### src/rtl/adder_pipe_pkg.sv
// -----------------------------------------------------------------------------
// adder_pipe_pkg
// Shared types and constants for the adder_pipe block.
//   mode_e  : operation selector carried with every operand beat
//             (ADD A+B, SUB A-B, ACC acc+A, LOAD acc=A)
//   MODE_W  : width of the Mode field on the operand interface
// Build option: ADDER_PIPE_SAT_EN (see adder_pipe_alu) selects saturating
// results instead of modular wrap-around.
// -----------------------------------------------------------------------------
package adder_pipe_pkg;

    localparam int MODE_W = 2;

    typedef enum logic [MODE_W-1:0] {
        MODE_ADD  = 2'b00,
        MODE_SUB  = 2'b01,
        MODE_ACC  = 2'b10,
        MODE_LOAD = 2'b11
    } mode_e;

endpackage

### src/rtl/adder_pipe_if.sv
// -----------------------------------------------------------------------------
// adder_pipe_if
// Operand and result channels of adder_pipe.
//
// Handshake rule (both channels): a transfer happens on a rising clock edge
// where valid & ready & En are all 1. The sender holds valid and its payload
// stable until that edge; ready may change at any time and never depends on
// the sender lowering valid.
//
//   In_Valid  / In_Ready   operand beat {A, B, Mode}
//   Out_Valid / Out_Ready  result beat  {Sum, Carry, Overflow}
//
// Modports:
//   master : operand producer + result consumer (drives In_*, Out_Ready)
//   slave  : the adder_pipe unit
// -----------------------------------------------------------------------------
interface adder_pipe_if #(
    parameter int WIDTH = 4
);
    import adder_pipe_pkg::*;

    logic                 In_Valid;
    logic                 In_Ready;
    logic [WIDTH-1:0]     A;
    logic [WIDTH-1:0]     B;
    logic [MODE_W-1:0]    Mode;

    logic                 Out_Valid;
    logic                 Out_Ready;
    logic [WIDTH-1:0]     Sum;
    logic                 Carry;
    logic                 Overflow;

    modport master (
        output In_Valid, A, B, Mode, Out_Ready,
        input  In_Ready, Out_Valid, Sum, Carry, Overflow
    );

    modport slave (
        input  In_Valid, A, B, Mode, Out_Ready,
        output In_Ready, Out_Valid, Sum, Carry, Overflow
    );

endinterface

### src/rtl/adder_pipe_alu.sv
// -----------------------------------------------------------------------------
// adder_pipe_alu
// Combinational WIDTH-bit add / subtract / accumulate / load with carry,
// signed overflow and optional saturation.
//
// Ports:
//   a, b      in   operands from stage 1
//   acc       in   current accumulator value (used by ACC)
//   mode      in   operation select (mode_e)
//   sum       out  result (saturated when the build enables it)
//   carry     out  carry out of the WIDTH-bit add; for SUB 1 means no borrow
//   overflow  out  two's-complement overflow of the unsaturated add
//
// Build option ADDER_PIPE_SAT_EN: when defined, an overflowing result clamps.
//   SAT_SIGNED=1 : trigger is overflow; clamp to max positive / min negative
//                  according to the sign of the first operand.
//   SAT_SIGNED=0 : ADD/ACC clamp to all-ones on carry, SUB clamps to zero on
//                  borrow (carry=0).
// Without the macro the result wraps modulo 2^WIDTH and SAT_SIGNED is inert.
// carry/overflow always describe the unsaturated operation.
// -----------------------------------------------------------------------------
module adder_pipe_alu
    import adder_pipe_pkg::*;
#(
    parameter int WIDTH      = 4,
    parameter bit SAT_SIGNED = 1'b1
) (
    input  logic [WIDTH-1:0] a,
    input  logic [WIDTH-1:0] b,
    input  logic [WIDTH-1:0] acc,
    input  mode_e            mode,
    output logic [WIDTH-1:0] sum,
    output logic             carry,
    output logic             overflow
);

`ifdef ADDER_PIPE_SAT_EN
    localparam bit SAT_EN = 1'b1;
`else
    localparam bit SAT_EN = 1'b0;
`endif

    localparam int MSB = WIDTH - 1;

    localparam logic [WIDTH-1:0] S_MAX = {1'b0, {MSB{1'b1}}};
    localparam logic [WIDTH-1:0] S_MIN = {1'b1, {MSB{1'b0}}};

    logic [WIDTH-1:0] op_a;
    logic [WIDTH-1:0] op_b;      // effective addend (~b for SUB)
    logic             cin;
    logic [WIDTH:0]   sum_ext;
    logic [WIDTH-1:0] raw_sum;
    logic             raw_carry;
    logic             raw_ovf;

    // Operand steering: every mode reduces to op_a + op_b + cin.
    always_comb begin
        op_a = a;
        op_b = b;
        cin  = 1'b0;
        case (mode)
            MODE_ADD:  ;
            MODE_SUB: begin
                op_b = ~b;
                cin  = 1'b1;
            end
            MODE_ACC: begin
                op_a = acc;
                op_b = a;
            end
            MODE_LOAD: begin
                op_b = '0;
            end
            default: ;
        endcase
    end

    assign sum_ext   = {1'b0, op_a} + {1'b0, op_b} + {{WIDTH{1'b0}}, cin};
    assign raw_sum   = sum_ext[WIDTH-1:0];
    assign raw_carry = sum_ext[WIDTH];
    assign raw_ovf   = (op_a[MSB] == op_b[MSB]) && (raw_sum[MSB] != op_a[MSB]);

    always_comb begin
        sum      = raw_sum;
        carry    = raw_carry;
        overflow = raw_ovf;
        if (mode == MODE_LOAD) begin
            sum      = a;
            carry    = 1'b0;
            overflow = 1'b0;
        end else if (SAT_EN) begin
            if (SAT_SIGNED) begin
                // Overflow implies both operands share op_a's sign.
                if (raw_ovf) begin
                    sum = op_a[MSB] ? S_MIN : S_MAX;
                end
            end else if (mode == MODE_SUB) begin
                if (!raw_carry) begin
                    sum = '0;
                end
            end else if (raw_carry) begin
                sum = '1;
            end
        end
    end

endmodule

### src/rtl/adder_pipe.sv
// -----------------------------------------------------------------------------
// adder_pipe
// Two-stage WIDTH-bit add/sub/accumulate unit with valid/ready on both sides.
// Stage 1 registers the operand beat {A, B, Mode}; stage 2 registers the ALU
// result {Sum, Carry, Overflow}. One result per cycle while the consumer is
// ready; accept-to-Out_Valid latency is two cycles.
//
// Ports:
//   Clk       in   rising-edge clock
//   Rst_n     in   asynchronous active-low reset
//   En        in   global enable; 0 freezes every register and blocks both
//                  handshakes
//   bus       slave modport of adder_pipe_if (operand and result channels)
//   dbg_acc   out  current accumulator value, for observation only
//
// Build option ADDER_PIPE_SAT_EN: saturating results (see adder_pipe_alu).
// -----------------------------------------------------------------------------
module adder_pipe
    import adder_pipe_pkg::*;
#(
    parameter int WIDTH      = 4,
    parameter bit SAT_SIGNED = 1'b1
) (
    input  logic             Clk,
    input  logic             Rst_n,
    input  logic             En,
    adder_pipe_if.slave      bus,
    output logic [WIDTH-1:0] dbg_acc
);

    // Stage 1: operand registers
    logic             s1_valid_q, s1_valid_d;
    logic [WIDTH-1:0] s1_a_q,     s1_a_d;
    logic [WIDTH-1:0] s1_b_q,     s1_b_d;
    mode_e            s1_mode_q,  s1_mode_d;

    // Stage 2: result registers
    logic             s2_valid_q, s2_valid_d;
    logic [WIDTH-1:0] s2_sum_q,   s2_sum_d;
    logic             s2_carry_q, s2_carry_d;
    logic             s2_ovf_q,   s2_ovf_d;

    // Accumulator and "out of reset" flag. The flag keeps In_Ready low while
    // reset is asserted and raises it on the first edge after release.
    logic [WIDTH-1:0] acc_q,      acc_d;
    logic             live_q,     live_d;

    logic             s2_load;
    logic             s1_load;
    logic             accept;

    logic [WIDTH-1:0] alu_sum;
    logic             alu_carry;
    logic             alu_ovf;

    adder_pipe_alu #(
        .WIDTH      (WIDTH),
        .SAT_SIGNED (SAT_SIGNED)
    ) u_alu (
        .a        (s1_a_q),
        .b        (s1_b_q),
        .acc      (acc_q),
        .mode     (s1_mode_q),
        .sum      (alu_sum),
        .carry    (alu_carry),
        .overflow (alu_ovf)
    );

    // Stage 2 advances when empty or drained this edge; stage 1 advances when
    // empty or moving into stage 2, so a full pipe still takes a new beat
    // every cycle the consumer is ready.
    always_comb begin
        s2_load = En && (!s2_valid_q || bus.Out_Ready);
        s1_load = En && live_q && (!s1_valid_q || s2_load);
        accept  = bus.In_Valid && s1_load;
    end

    always_comb begin
        s1_valid_d = s1_valid_q;
        s1_a_d     = s1_a_q;
        s1_b_d     = s1_b_q;
        s1_mode_d  = s1_mode_q;
        s2_valid_d = s2_valid_q;
        s2_sum_d   = s2_sum_q;
        s2_carry_d = s2_carry_q;
        s2_ovf_d   = s2_ovf_q;
        acc_d      = acc_q;
        live_d     = 1'b1;

        if (s1_load) begin
            s1_valid_d = accept;
            if (accept) begin
                s1_a_d    = bus.A;
                s1_b_d    = bus.B;
                s1_mode_d = mode_e'(bus.Mode);
            end
        end

        // Result fields only change when a real beat moves in, so a bubble
        // leaves the last result on Sum/Carry/Overflow.
        if (s2_load) begin
            s2_valid_d = s1_valid_q;
            if (s1_valid_q) begin
                s2_sum_d   = alu_sum;
                s2_carry_d = alu_carry;
                s2_ovf_d   = alu_ovf;
                // acc updates on the same edge the beat enters stage 2, so
                // the next ACC beat sitting in stage 1 already sees it.
                if (s1_mode_q == MODE_ACC || s1_mode_q == MODE_LOAD) begin
                    acc_d = alu_sum;
                end
            end
        end
    end

    always_ff @(posedge Clk or negedge Rst_n) begin
        if (!Rst_n) begin
            s1_valid_q <= 1'b0;
            s1_a_q     <= '0;
            s1_b_q     <= '0;
            s1_mode_q  <= MODE_ADD;
            s2_valid_q <= 1'b0;
            s2_sum_q   <= '0;
            s2_carry_q <= 1'b0;
            s2_ovf_q   <= 1'b0;
            acc_q      <= '0;
            live_q     <= 1'b0;
        end else begin
            s1_valid_q <= s1_valid_d;
            s1_a_q     <= s1_a_d;
            s1_b_q     <= s1_b_d;
            s1_mode_q  <= s1_mode_d;
            s2_valid_q <= s2_valid_d;
            s2_sum_q   <= s2_sum_d;
            s2_carry_q <= s2_carry_d;
            s2_ovf_q   <= s2_ovf_d;
            acc_q      <= acc_d;
            live_q     <= live_d;
        end
    end

    assign bus.In_Ready  = s1_load;
    assign bus.Out_Valid = s2_valid_q;
    assign bus.Sum       = s2_sum_q;
    assign bus.Carry     = s2_carry_q;
    assign bus.Overflow  = s2_ovf_q;
    assign dbg_acc       = acc_q;

endmodule

### src/flat_wrapper.sv
// flat-port wrapper written by rule: the top's interface ports become plain ports
module adder_pipe_flat import adder_pipe_pkg::*;
#(
    parameter int WIDTH      = 4,
    parameter bit SAT_SIGNED = 1'b1
)
  (Clk, Rst_n, En, dbg_acc, bus_In_Valid, bus_A, bus_B, bus_Mode, bus_Out_Ready, bus_In_Ready, bus_Out_Valid, bus_Sum, bus_Carry, bus_Overflow);
  adder_pipe_if #(.WIDTH(WIDTH)) bus_i ();
  input  logic Clk;
  input  logic Rst_n;
  input  logic En;
  output logic [WIDTH-1:0] dbg_acc;
  input wire logic [$bits(bus_i.In_Valid)-1:0] bus_In_Valid;
  input wire logic [$bits(bus_i.A)-1:0] bus_A;
  input wire logic [$bits(bus_i.B)-1:0] bus_B;
  input wire logic [$bits(bus_i.Mode)-1:0] bus_Mode;
  input wire logic [$bits(bus_i.Out_Ready)-1:0] bus_Out_Ready;
  output wire logic [$bits(bus_i.In_Ready)-1:0] bus_In_Ready;
  output wire logic [$bits(bus_i.Out_Valid)-1:0] bus_Out_Valid;
  output wire logic [$bits(bus_i.Sum)-1:0] bus_Sum;
  output wire logic [$bits(bus_i.Carry)-1:0] bus_Carry;
  output wire logic [$bits(bus_i.Overflow)-1:0] bus_Overflow;
  assign bus_i.In_Valid = bus_In_Valid;
  assign bus_i.A = bus_A;
  assign bus_i.B = bus_B;
  assign bus_i.Mode = bus_Mode;
  assign bus_i.Out_Ready = bus_Out_Ready;
  assign bus_In_Ready = bus_i.In_Ready;
  assign bus_Out_Valid = bus_i.Out_Valid;
  assign bus_Sum = bus_i.Sum;
  assign bus_Carry = bus_i.Carry;
  assign bus_Overflow = bus_i.Overflow;
  adder_pipe #(.WIDTH(WIDTH), .SAT_SIGNED(SAT_SIGNED)) u_core (.Clk(Clk), .Rst_n(Rst_n), .En(En), .bus(bus_i), .dbg_acc(dbg_acc));
endmodule
### config.mk
export PLATFORM = sky130hd
export DESIGN_NAME = adder_pipe_flat
export DESIGN_NICKNAME = d
export VERILOG_FILES = /design/src/rtl/adder_pipe_pkg.sv /design/src/rtl/adder_pipe_if.sv /design/src/rtl/adder_pipe_alu.sv /design/src/rtl/adder_pipe.sv /design/src/flat_wrapper.sv
export SDC_FILE = /design/constraint.sdc
export NUM_CORES = 1
export LEC_CHECK = 0
export ABC_AREA = 1
export CORE_MARGIN = 3
export CORE_UTILIZATION = 60
export DETAILED_ROUTE_END_ITERATION = 12
export DONT_BUFFER_PORTS = 1
export GPL_TIMING_DRIVEN = 0
export PLACE_DENSITY = 0.76
export SLEW_MARGIN = 30
export SYNTH_ARGS = -nofsm -noshare
export SYNTH_HDL_FRONTEND = slang
export SYNTH_SLANG_ARGS = --single-unit
### constraint.sdc
create_clock -name Clk -period 5 [get_ports Clk]
set_input_delay 1.25 -clock Clk [delete_from_list [all_inputs] [get_ports Clk]]
set_output_delay 1.25 -clock Clk [all_outputs]
set_load 0.05 [all_outputs]
==> impl_metrics.ini <==
[logic_synthesis]
synth_most_common_cell = nand2_1
synth_top_flop_cell = dfrtp_1
ys_warn_count = 0
yosysSeqAreaShare = 0.451
yosys-top-cells-count = nand2_1, dfrtp_1, inv_1
synth_area_sq_um = 1270
synth_top_area_share = 0.451
synth_fa_ha_area_frac = 0.0608
synth-seq-cells = 23
synth_cell_types = 23
synthCells = 159
syn_avg_cell_area_sq_um = 8.02
synth_edf_count = 0
synth_xor_area_frac = 0
synth_top_family_by_area = simple AND/OR/NAND/NOR gates
synth-compound-area-share = 0.137
synth.area.mux_share = 0
synth.area.top_cells = dfrtp_1, nand2_1, o21ai_0
yosys.area_share.simple = 0.275
yosys.area.top_type = dfrtp_1
async_flop_share = 1.00
synth_nets = 179

[worst_hold_path]
hold_path_class = register to register
hold_depth = 2

[setup_path]
startpoint_type = primary input
critical_path_class = primary input to output pin
cp_slowest_cell = inv_4
crit_family = buffers and inverters
regToRegSetupSlack_ns = 2.58
cp_num_cells = 4
slowest_delay_ns = 0.18
end_kind = output pin
arrival_ns = 1.61
reg2reg_depth = 11
path_cells = inv_1 > nand3_1 > nand3_2 > inv_4
cp_num_buf_inv = 2
worstPathMaxFanout = 7
critPathRequiredTime_ns = 3.75

[detailed_routing]
drtIter0Drc = 28
viasPerCell = 5.47
drc_errors = 0
routed_wl_um = 2630
dr.pass1.iters = 4
routedWlPerCell_um = 13.8
ant_nets = 0
via_count = 1040

[clock_network]
insertion_delay_ns = 0.31
htree_levels = 1
cts.reportedPaths.clkPinSlew_ns = 0.13
cts_buffers = 3
clock-sinks = 23
hold_buffers = 0
root_buffer = clkbuf_4
cts_tree = done
cts_setup_buffers = 0
clock_path_buffers = 2
postCtsResizedCells = 0

[timing]
clock_skew_ns = 0.00412
fin_ws_ns = 2.14
period_needed_ns = 2.86
fmax_mhz = 349
worst_pin_slew_ns = 0.519
finalSetupTns_ns = 0
slew_violations = 0
hold_slack_ns = 0.529
rsz0062_at_grt = false
timing.final.crit_share = 0.572
finalSetupViolCount = 0
relSlewSlack = 0.654
hold_violations = 0

[placed_design]
dp_hpwl_um = 2090
globalplace.congestion = 0.870
numPortBuffers = 0
placedCellCount = 186
place_ws_ns = 2.13

[floorplanning]
dieArea_sq_um = 2710
fp.dieH_um = 52.1
rows = 16
ios = 27
core_sq_um = 1980
fp.dieW_um = 52.1
initial_core_util = 0.643

[cells_and_area]
nFillCells = 167
diodes = 0
layout.cells.non_filler = 190
synthToLayoutAreaGrowth_pct = 5.00
final_nets = 184
drive_gt1_frac = 0.117
finish.utilization = 0.676

[run_status]
outcome = completed

[pwr]
p_per_area_nw_per_um2 = 573
power.leakage_nw = 0.706
ir_drop_uv = 341

[flow_run]
maxCapViolations = 0

[global_routing]
grt_pass1_vias = 1040
grt_first_pass_wirelength_um = 4460
grt.total_usage = 0.224
antenna_found_initial = 0
overflow = 0
grt_max_degree = 24
where the power goes:
group / internal (W) / leakage [nW] / switching [W] / total, W
Combinational: 0.0000904 / 0.414 / 0.000162 / 0.000252
Sequential: 0.000241 / 0.278 / 0.000186 / 0.000427
Clock: 0.0000304 / 0.0139 / 0.0000581 / 0.0000885
Total: 0.000362 / 0.706 / 0.000405 / 0.000768
worst paths after layout:
path	to	start
worst max register to register	u_core.dbg_acc[2]	u_core.s1_mode_q[1]
worst min register to register	u_core.s1_b_q[3]	u_core.s1_b_q[3]
worst max-delay path	bus_In_Ready	bus_Out_Ready
min in group asynchronous	u_core.bus.Sum[1]	Rst_n
max in group asynchronous	u_core.bus.Out_Valid	Rst_n
worst min-delay path	u_core.s1_b_q[3]	u_core.s1_b_q[3]
registers in the layout (all words and copies together), names as in the netlist:
name	count
u_core.bus.Sum	4
u_core.bus.Overflow	1
u_core.dbg_acc	4
u_core.s1_a_q	4
u_core.bus.Out_Valid	1
u_core.s1_b_q	4
u_core.bus.Carry	1
u_core.s1_mode_q	2
u_core.live_q	1
u_core.s1_valid_q	1
through the flow:
| stage | power (W) | instance area, sq um |
|---|---|---|
| 6_report | 0.000768 | 1340 |
| 5_1_grt | 0.000822 | 1340 |
| 4_1_cts | 0.000769 | 1340 |
| 3_5_place_dp | 0.000683 | 1310 |
| 3_3_place_gp | 0.000668 | 1310 |
| 2_1_floorplan | 0.000619 | 1270 |
cell families after synthesis:
| family | Yosys count |
|---|---|
| DFF | 23 |
| AOI/OAI and AO/OA | 29 |
| adders and majority gates | 5 |
| buffers and inverters | 21 |
| and+or+nand+nor | 80 |
| other | 1 |
routing by layer:
layer	GRT usage	share of wire	up-vias
met5	0	0	-
met4	0.0524	0.0068	0
li1	-	-	519
met3	0.0430	0.049	2
met1	0.283	0.44	489
met2	0.391	0.50	30
worst register-to-register path: cells and delay by family, from the launching register on:
family	cells	cell delay, ns
flops	1	0.35
fa+ha+maj	2	0.83
simple gates	2	0.19
buf+inv	3	0.36
compound gates	4	0.62
cells in the final DEF, fill, tap and decap left out, drive strengths merged, types with 2 or more instances in the layout:
cell    Yosys  routed
nand3      15      15
o21ai      17      17
nor2       13      13
a21oi       8       8
nand2      51      51
clkbuf      0       3
inv        19      19
o22ai       2       2
fa          2       2
buf         2       2
dfrtp      23      23
ha          3       3
a22oi       2       2
final cells by class:
class / count / area (sq um) / share of cell area
inverter: 19 / 73.8 / 0.0551
multi-input combinational: 115 / 607 / 0.453
tap: 27 / 33.8 / 0.0252
clock inverter: 1 / 7.51 / 0.00561
clock buffer: 3 / 22.5 / 0.0168
buffer: 2 / 18.8 / 0.0140
sequential: 23 / 576 / 0.430
No activity file was read; power rests on OpenSTA's default activity.
